[src/rtl/traceback_unit.sv]
`default_nettype none
// ============================================================================
// traceback_unit : Viterbi survivor-path window with full-depth traceback
// Revision 1.0
// ============================================================================
module traceback_unit #(
    parameter int S     = 2,
    parameter int DEPTH = 8
) (
    input  logic               clk,
    input  logic               rst,
    input  logic               en,
    input  logic               i_en_m,
    input  logic               i_en_t,
    input  logic [(1<<S)-1:0]  i_dec,
    input  logic [S-1:0]       i_best,
    output logic               o_bit,
    output logic               o_valid,
    output logic               o_full,
    output logic               o_underrun
);

    localparam int N  = 1 << S;
    localparam int AW = (DEPTH > 1) ? $clog2(DEPTH) : 1;
    localparam int FW = $clog2(DEPTH + 1);
    localparam logic [FW-1:0] FILL_MAX = FW'(DEPTH);

    logic [N-1:0]  dec_mem [DEPTH];
    logic [S-1:0]  best_reg;
    logic [AW-1:0] wr_ptr;
    logic [FW-1:0] fill;
    logic [S-1:0]  trace;
    logic [AW-1:0] rd_idx;

    assign o_full = (fill == FILL_MAX);

    // Walk back from the newest vector; each step shifts the decision bit in as the new LSB.
    always_comb begin
        trace  = best_reg;
        rd_idx = wr_ptr;
        for (int k = 0; k < DEPTH - 1; k++) begin
            rd_idx = wr_ptr - AW'(k + 1);
            trace  = S'({trace, dec_mem[rd_idx][trace]});
        end
    end

    always_ff @(posedge clk or negedge rst) begin
        if (!rst) begin
            for (int i = 0; i < DEPTH; i++) begin
                dec_mem[i] <= '0;
            end
            best_reg   <= '0;
            wr_ptr     <= '0;
            fill       <= '0;
            o_bit      <= 1'b0;
            o_valid    <= 1'b0;
            o_underrun <= 1'b0;
        end else begin
            o_valid <= 1'b0;
            if (en) begin
                if (i_en_m) begin
                    dec_mem[wr_ptr] <= i_dec;
                    best_reg        <= i_best;
                    wr_ptr          <= wr_ptr + 1'b1;
                    if (fill != FILL_MAX) begin
                        fill <= fill + 1'b1;
                    end
                end
                // Traceback sees the pre-write window; a same-cycle write joins next cycle.
                if (i_en_t) begin
                    if (o_full) begin
                        o_bit   <= trace[S-1];
                        o_valid <= 1'b1;
                    end else begin
                        o_underrun <= 1'b1;
                    end
                end
            end
        end
    end

endmodule
`default_nettype wire

[config.mk]
export PLATFORM = sky130hd
export DESIGN_NAME = traceback_unit
export DESIGN_NICKNAME = d
export VERILOG_FILES = /design/src/rtl/traceback_unit.sv
export SDC_FILE = /design/constraint.sdc
export NUM_CORES = 1
export LEC_CHECK = 0
export CAP_MARGIN = 5
export CORE_ASPECT_RATIO = 0.5
export CORE_MARGIN = 1
export CORE_UTILIZATION = 55
export CTS_BUF_LIST = sky130_fd_sc_hd__clkbuf_8
export CTS_CLUSTER_SIZE = 25
export DETAILED_ROUTE_END_ITERATION = 16
export PLACE_DENSITY = 0.78
export SETUP_SLACK_MARGIN = 0.4
export SLEW_MARGIN = 15
export SYNTH_ARGS = -nofsm -noshare
export SYNTH_HDL_FRONTEND = slang
export SYNTH_SLANG_ARGS = --single-unit
[constraint.sdc]
create_clock -name clk -period 12.6 [get_ports clk]
set_clock_uncertainty 0.05 [all_clocks]
set_input_delay 1.26 -clock clk [delete_from_list [all_inputs] [get_ports clk]]
set_output_delay 1.26 -clock clk [all_outputs]
set_load 0.02 [all_outputs]
==> summary.md <==
| Metric | Value |
|---|---|
| CTS tree | built |
| Worst Reg2Reg Path Length in Cells | 13 |
| MaxCap Viol Count | 0 |
| CP endpoint kind | flip-flop |
| CTS buffer count | 5 |
| TritonRoute pass-1 iters | 5 |
| Post-synth EDFFs | 0 |
| Initial core utilization | between 50% and 60% |
| Post-CTS Hold Fix Bufs | 0 |
| Hold_sp | fill[3] |
| Number of DRC markers in iteration 0 | 336 |
| Fillers | 410 |
| Achievable frequency | 182 MHz |
| R2R Setup Slk | 7.11 ns |
| Diodes inserted | 0 |
| Status | finished, final reports clean |
| Clk slew on worst S/H paths | approximately 0.080 ns |
| Layout cells sized above 1 | about a third |
| DIE HEIGHT | ~57 um |
| CP delay by family, top | multiplexers |
| Number of flip-flops in the largest register | 32 |
| Port-buffer cells | 14 |
| RD Place Congestion | 0.923 |
| Largest net degree at the start of global routing | between 40 and 50 |
| R2R Path Start | wr_ptr[0] |
| Dpl ws | a little over 7 ns |
| Setup CP Type | flip-flop to flip-flop |
| DR vias | ~2400 |
| Yosys top cell area share | 33.3% |
| Final hold vios | 0 |
| Core footprint | approximately 0.0056 mm2 |
| Sequential share of the synthesized area | ~33% |
| Slew at the pin closest to its max-slew limit | roughly 1.1 ns |
| Max clock buf depth | 2 |
| Skew-Pair Late Insertion Delay | 0.31 ns |
| Largest area contributor in the netlist | dfrtp_1 |
| Setup TNS | 0 ns |
| Worst slew margin | roughly 25% |
| Post-synthesis register bit count | 44 |
| Clk sinks | 44 |
| Setup-failing EPs final | 0 |
| Hold-critical path depth | 1 |
| Syn Nets | 293 |
| Slew Viols, Final | 0 |
| Top post-synthesis cells by area | dfrtp_1 33%, mux4_2 18%, mux2_2 16% |
| Ys flop type | dfrtp_1 |
| Die Span X | approximately 110 um |
| ANT nets after route | 0 |
| Synthesized area per cell | between 10 and 15 um2 |
| Via-to-Cell Ratio | between 6 and 7 |
| Reg2reg end | o_bit |
| I/O Pins | 15 |
| Syn. warnings | 0 |
| Crit path max fanout | 35 |
| Crit path DAT | ~5.6 ns |
| GRT overflow | 0 |
| PostCTS Resize Cnt | 0 |
| Synth async-reset ratio | 100% |
| RSZ-0062 raised after global routing | false |
| Tcrit/Tclk final | around 44% |
| Htree depth | 2 |
| Biggest register | dec_mem |
| Initial antenna violation count | 0 |
| Root Driver | clkbuf_8 |
| Crit path depth | 13 |
| Critical path required time | 12.74 ns |
| Dpl cell area | ~0.0035 mm2 |
| CP cell instances | buf_4 > inv_1 > ha_1 > mux2_2 > mux2_2 > o2111a_1 > nor4_4 > mux2i_1 > a211o_2 > mux2i_1 > or3b_1 > a311oi_1 > o21ai_1 |
| Design Area, Final | roughly 0.0036 mm2 |
| Setup ws final | 7.11 ns |
| Vias in the first global route | between 2000 and 2500 |
| Startpoint Class | flip-flop |
| GRT Util Overall | 27.8% |
| Critical Path Max Stage Delay | between 1 and 1.5 ns |
| Critical Path Slowest Stage Cell | ha_1 |
| First-pass GRT wire length | about 13000 um |
| Die Footprint | about 0.0063 mm2 |
| Worst Hold Class | flip-flop to flip-flop |
| DRC | 0 |
| Buffers & Inverters on Critical Path | 2 |
| Hpwl dp | 6020 um |
| WL per Instance | 21.9 um |
| FP Rows | 19 |
| Layout area overhead | 8.03% |
| Synth Instances | around 270 |
| Final Hold Slack | about 0.44 ns |
| Hold endpoint | fill[3] |
| Largest regs | dec_mem: 32 flops, fill: 4 flops, wr_ptr: 3 flops |
| Post-synth cell types | 47 |
| Final min period | roughly 5.5 ns |
| Final wirelength | around 8000 um |
| Post-Syn Area | between 0.003 and 0.004 mm2 |
| Fin nets | 301 |
| Post-CTS setup buffers | 0 |
worst max path at each step:
| stage | from | endpoint | slack, ns |
|---|---|---|---|
| finish | wr_ptr[0] | o_bit | 7.11 |
| global route | wr_ptr[0] | o_bit | 6.76 |
| CTS | wr_ptr[0] | o_bit | 7.13 |
| detailed placement | wr_ptr[0] | o_bit | 7.16 |
| global placement | wr_ptr[0] | o_bit | 7.36 |
| floorplan | wr_ptr[1] | o_bit | 8.09 |
cells in the final DEF (no fill, tap or decap), drive strengths merged, types with 2 or more instances in the layout:
cell,instances
a21oi,2
a22oi,2
a31oi,2
buf,2
clkbuf,6
clkdlybuf4s50,13
clkinvlp,2
dfrtp,44
ha,8
inv,8
mux2,46
mux2i,23
mux4,28
nand2,30
nand3,9
nor2,14
nor2b,3
nor3,2
o2111ai,2
o211ai,5
o21ai,3
xnor2,6
xor2,2
per-layer routing:
metal / GRT usage (%) / part of all wire [%] / routed length, um
met5: 0 / 0 / 0
met4: 11.0 / 1.8 / 138
met3: 6.26 / 10 / 807
met2: 39.7 / 44 / 3450
met1: 41.2 / 43 / 3380
cells in the mapped netlist (all sizes together), types with 3 or more instances:
| master | n |
|---|---|
| o211ai | 5 |
| ha | 8 |
| buf | 8 |
| nor2 | 14 |
| o21ai | 3 |
| nand2 | 30 |
| inv | 8 |
| xnor2 | 6 |
| dfrtp | 44 |
| clkbuf | 6 |
| nor2b | 3 |
| mux2 | 46 |
| mux2i | 23 |
| mux4 | 28 |
| nand3 | 9 |
stage by stage:
step	util, %	std cells
finish	63.4	356
detailed placement	61.6	348
CTS	63.4	356
global placement	61.6	348
floorplan	-	274
global route	63.4	356
layout make-up:
class	count	area, um2	share of cell area (%)
tap	73	91.3	2.56
sequential	44	1100	30.8
clock inverter	2	15.0	0.421
clock buffer	6	82.6	2.31
inverter	8	30.0	0.841
timing repair buffer	15	143	4.00
multi-input combinational	208	2110	59.0
worst register-to-register path, stage by stage, from the launching register on:
cell	delay, ns
dfrtp_1	0.33
buf_4	0.41
inv_1	0.32
ha_1	1.12
mux2_2	0.44
mux2_2	0.29
o2111a_1	0.27
nor4_4	0.53
mux2i_1	0.42
a211o_2	0.28
mux2i_1	0.16
or3b_1	0.38
a311oi_1	0.29
o21ai_1	0.10
cell families after synthesis:
logic type | after synthesis | share of synthesized area, %
mux | 97 | 41.8
simple gates | 68 | 9.92
compound gates | 27 | 6.85
flops | 44 | 33.3
fa+ha+maj | 8 | 3.03
buf+inv | 22 | 2.92
xor+xnor | 8 | 2.12
Power is left out: the tool's default activity adds up to more than one toggle a clock period on the data nets, which glitch-free logic cannot reach.
